`src/rtl/lane_pkg.sv`:
```
// Shared command encodings and repeat-FSM state type for the lane-change key conditioner.
package lane_pkg;
  localparam logic [1:0] CTL_NONE  = 2'b00;
  localparam logic [1:0] CTL_LEFT  = 2'b01;
  localparam logic [1:0] CTL_RIGHT = 2'b10;

  typedef enum logic [1:0] {
    RS_IDLE  = 2'b00,
    RS_DELAY = 2'b01,
    RS_RPT   = 2'b10
  } rpt_state_t;
endpackage

```
`src/rtl/key_debounce.sv`:
```
// One button: 2-flop synchroniser, consecutive-cycle debounce counter, stable level and rise strobe.
module key_debounce #(
  parameter int DEBOUNCE_CYCLES = 50000,
  parameter int CNT_W           = 26
) (
  input  logic clk,
  input  logic rst,
  input  logic btn,
  output logic stable,
  output logic rise
);
  localparam logic [CNT_W-1:0] LAST = CNT_W'(DEBOUNCE_CYCLES - 1);

  logic [1:0]       sync;
  logic             stable_q;
  logic [CNT_W-1:0] cnt;

  always_ff @(posedge clk or negedge rst) begin
    if (!rst) begin
      sync     <= '0;
      stable   <= 1'b0;
      stable_q <= 1'b0;
      cnt      <= '0;
    end else begin
      sync     <= {sync[0], btn};
      stable_q <= stable;
      // any sample agreeing with the stable level throws away accumulated credit
      if (sync[1] == stable) begin
        cnt <= '0;
      end else if (cnt == LAST) begin
        stable <= sync[1];
        cnt    <= '0;
      end else begin
        cnt <= cnt + 1'b1;
      end
    end
  end

  assign rise = stable & ~stable_q;
endmodule

```
`src/rtl/lane_key_input.sv`:
```
// Turns two raw lane buttons into one-cycle left/right ctl pulses with optional auto-repeat.
module lane_key_input
  import lane_pkg::*;
#(
  parameter int DEBOUNCE_CYCLES = 50000,
  parameter int REPEAT_DELAY    = 0,
  parameter int REPEAT_RATE     = 25000000,
  parameter int CNT_W           = 26
) (
  input  logic       clk,
  input  logic       rst,
  input  logic       btn_l,
  input  logic       btn_r,
  output logic [1:0] ctl,
  output logic [1:0] key_lvl
);
  localparam int NUM_KEYS = 2;
  localparam logic [CNT_W-1:0] DLY_LAST  = CNT_W'((REPEAT_DELAY > 0) ? REPEAT_DELAY - 1 : 0);
  localparam logic [CNT_W-1:0] RATE_LAST = CNT_W'(REPEAT_RATE - 1);

  logic [NUM_KEYS-1:0] btn, stab, rise, press, pulse;
  rpt_state_t          state, state_nxt;
  logic [CNT_W-1:0]    rcnt, rcnt_nxt;
  logic                key, key_nxt;
  logic                held, other;

  assign btn = {btn_r, btn_l};

  for (genvar i = 0; i < NUM_KEYS; i++) begin : g_key
    key_debounce #(
      .DEBOUNCE_CYCLES(DEBOUNCE_CYCLES),
      .CNT_W          (CNT_W)
    ) u_db (
      .clk   (clk),
      .rst   (rst),
      .btn   (btn[i]),
      .stable(stab[i]),
      .rise  (rise[i])
    );
  end

  assign key_lvl = stab;
  // a press only counts while the opposite key is up; simultaneous rises cancel each other
  assign press = rise & ~{stab[0], stab[1]};
  assign held  = stab[key];
  assign other = stab[~key];

  always_comb begin
    state_nxt = state;
    rcnt_nxt  = rcnt;
    key_nxt   = key;
    pulse     = press;
    case (state)
      RS_IDLE: begin
        if (REPEAT_DELAY != 0 && press != '0) begin
          state_nxt = RS_DELAY;
          rcnt_nxt  = '0;
          key_nxt   = press[1];
        end
      end
      default: begin
        if (!held || other) begin
          state_nxt = RS_IDLE;
          rcnt_nxt  = '0;
        end else if (rcnt == ((state == RS_DELAY) ? DLY_LAST : RATE_LAST)) begin
          pulse     = key ? CTL_RIGHT : CTL_LEFT;
          rcnt_nxt  = '0;
          state_nxt = RS_RPT;
        end else begin
          rcnt_nxt = rcnt + 1'b1;
        end
      end
    endcase
  end

  always_ff @(posedge clk or negedge rst) begin
    if (!rst) begin
      state <= RS_IDLE;
      rcnt  <= '0;
      key   <= 1'b0;
      ctl   <= CTL_NONE;
    end else begin
      state <= state_nxt;
      rcnt  <= rcnt_nxt;
      key   <= key_nxt;
      ctl   <= pulse;
    end
  end

  a_ctl_legal: assert property (@(posedge clk) disable iff (!rst) ctl != (CTL_LEFT | CTL_RIGHT));
endmodule

```
`config.mk`:
```
export PLATFORM = sky130hd
export DESIGN_NAME = lane_key_input
export DESIGN_NICKNAME = d
export VERILOG_FILES = /design/src/rtl/lane_pkg.sv /design/src/rtl/key_debounce.sv /design/src/rtl/lane_key_input.sv
export SDC_FILE = /design/constraint.sdc
export NUM_CORES = 1
export LEC_CHECK = 0
export CORE_MARGIN = 3
export CORE_UTILIZATION = 50
export CTS_CLUSTER_DIAMETER = 120
export DETAILED_ROUTE_END_ITERATION = 10
export PLACE_DENSITY = 0.73
export SETUP_SLACK_MARGIN = 0.02
export SYNTH_ARGS = -nofsm -noshare
export SYNTH_HDL_FRONTEND = slang
export SYNTH_HIERARCHICAL = 1
export SYNTH_SLANG_ARGS = --single-unit
```
`constraint.sdc`:
```
create_clock -name clk -period 2.81 [get_ports clk]
set_input_delay 0.7025 -clock clk [delete_from_list [all_inputs] [get_ports clk]]
set_output_delay 0.7025 -clock clk [all_outputs]
set_load 0.1 [all_outputs]
```
==> impl_metrics.yaml <==
clocking:
  insertion_delay_ns: 0.37
  cts_tree: "yes"
  cts_max_level: 3
  cts_resized: 0
  root_buffer: "clkbuf_8"
  post-cts-setup-buffers: 0
  ctsHoldBuffers: 0
  clk_pin_slew_ns: 0.10
  cts.sinks: 89
  cts_buffers: 9
  clock_tree.buffer_depth: 2
logic_synthesis:
  ys_top_cells_by_count: "dfrtp_1, nor2_1, nand2_1, xnor2_1, inv_1"
  yosys.area.top_type: "dfrtp_1"
  ys.flop_type: "dfrtp_1"
  ys_ff_latch: 89
  yosys-top-cells-area: "dfrtp_1, xnor2_1, nor2_1"
  synth_warnings: 6
  synth_edf_count: 0
  async_flop_share: 1.000
  synth-seq-area-share: 0.4877
  synth_area_sq_um: 4567
  syn_nets: 479
  synth_cell_type_count: 42
  synth.most_common_cell: "dfrtp_1"
  synth.avg_cell_area_sq_um: 9.696
  synth_cells: 471
  synth_top_cell_area_share: 0.4877
routing:
  ant_nets: 0
  vias_per_cell: 5.739
  wl_per_cell_microns: 14.37
  drtPass1Iterations: 4
  num_vias: 3403
  dr.first_iter.drc_count: 139
  finalWirelength_microns: 8520
  drcViolationCount: 0
critical_path:
  cp-start-kind: "flip-flop"
  r2r-start: "g_key[0].u_db/cnt[0]"
  required_ns: 3.11
  crit_type: "reg2reg"
  cp-end-kind: "flip-flop"
  critPathMaxFanout: 10
  critPathArrivalTime_ns: 2.65
  startpoint: "g_key[0].u_db/cnt[0]"
  r2r_setup_slack_ns: 0.46
floorplanning:
  die-width_microns: 101.6
  initial_core_util: 0.5186
  die_y_microns: 101.6
  rows: 34
  ios: 8
  coreArea_sq_um: 8806
  dieArea_sq_um: 10320
timing:
  tightest_slew_ns: 0.5682
  timing.slew.headroom: 0.6183
  fin_worst_skew_ns: 0.01231
  maxSlewViolCount: 0
  finalSetupViolCount: 0
  rsz0062_at_grt: "no"
  post-route-min-period_ns: 2.353
  max_freq_mhz: 425.0
  finalCritPeriodShare: 0.8373
  worst_hold_slack_ns: 0.3215
  fin_tns_setup_ns: 0
  hold_viol_final: 0
global_routing:
  grt_pass1_vias: 3283
  grtUsageMet2: 0.2983
  grt_pass1_wl_microns: 15300
  grt_busiest_layer: "met2"
  met3_usage: 0.03994
  groute.usage.overall: 0.1842
  overflow: 0
  antenna_found_initial: 0
  use_met1: 0.2493
  grt_max_degree: 50
power_and_ir_drop:
  vdd_drop_max_v: 0.0003729
  pwr-share-clk: 0.385
  power.internal_mw: 1.658
  power_density_nw_per_um2: 448.1
  p_seq_frac: 0.586
  power_frac_comb: 0.029
  total_power_mw: 2.216
  p_leak_nw: 1.960
  p_sw_uw: 557.5
  swShare: 0.2516
final_layout:
  n_antenna_cell: 0
  fin_nets: 488
  post_route_cells_drive_above_1_share: 0.1134
  layout.cells.non_filler: 593
  syn2layout_area_growth_pct: 8.274
placed_design:
  hpwl_microns: 5987
  place_inst: 577
  gp_congestion: 0.8210
  port_buffers: 7
hold_path:
  hold_path.class: "in2async"
run_status:
  outcome: "complete, no violations"
flow_run:
  cap_viol_max_count: 0
[cell families (layout without fill, tap and decap cells)]
group                      Yosys count  after routing  share of synthesized area
buffers and inverters               40             54                    0.03945
and+or+nand+nor                    229            229                     0.2797
adders and majority gates            4              4                    0.01096
DFF                                 89             89                     0.4877
AOI/OAI and AO/OA                   59             59                    0.08466
xor gates and xnor gates            46             46                    0.08822
muxes                                4              4                   0.009315
[worst paths after layout]
path / to / cells after the start
hold / removal: g_key[1].u_db/cnt[11] / 1
max in group asynchronous: rcnt[9] / 2
setup reg to reg: g_key[0].u_db/cnt[24] / 5
min in group clk: g_key[0].u_db/sync[1] / 0
hold reg to reg: g_key[0].u_db/sync[1] / 0
setup / recovery: g_key[0].u_db/cnt[24] / 5
[metal layers]
| layer | up-vias | routed length (microns) |
|---|---|---|
| li1 | 1692 | - |
| met1 | 1657 | 4144 |
| met2 | 44 | 3992 |
| met3 | 10 | 263 |
| met4 | 0 | 121 |
| met5 | - | 0 |
[worst max-delay path: stages (launching register included)]
cell and delay, ns:
dfrtp_1 0.41, ha_1 0.26, nand3_2 0.18, or4_1 0.73, or4_4 0.57, a21oi_2 0.14
[state kept, by name, indices dropped and copies added, names as in the netlist]
signal / count
g_key.u_db/stable_q: 2
rcnt: 26
g_key.u_db/sync: 4
g_key.u_db/cnt: 52
g_key.u_db/stable: 2
ctl: 2
state: 1
[power by group through the flow]
stage	combinational [mW]	clock, mW	sequential (mW)
after floorplan	0.0247	0	1.32
after global placement	0.0662	0	1.32
after detailed placement	0.0676	0	1.32
after CTS	0.0677	0.888	1.30
after global routing	0.0756	0.932	1.30
final	0.0653	0.852	1.30
[layout by cell type, fill, tap and decap left out, drive strengths merged, types with 16 or more instances in the layout]
cell type / count
nand3: 29
xnor2: 29
nor2: 62
nand2: 34
nand4: 16
dfrtp: 89
xor2: 17
inv: 31
or4: 27
a21oi: 25
[final cells by class]
type	instances	area, sq um
Multi-Input combinational cell	342	2182
Inverter	25	93.84
Tap cell	108	135.1
Timing Repair Buffer	13	115.1
Clock inverter	7	67.56
Fill cell	788	3861
Clock buffer	9	123.9
Sequential cell	89	2227
[per-stage QoR]
| step | cell area (sq um) | utilization | setup slack, ns |
|---|---|---|---|
| 4_1_cts | 4945 | 0.5615 | 0.4564 |
| 3_5_place_dp | 4753 | 0.5398 | 0.4792 |
| 2_1_floorplan | 4567 | - | 0.7044 |
| 3_3_place_gp | 4753 | 0.5398 | 0.5735 |
| 6_report | 4945 | 0.5615 | 0.4571 |
| 5_1_grt | 4945 | 0.5615 | 0.3435 |
No activity file was read; power rests on OpenSTA's default activity.
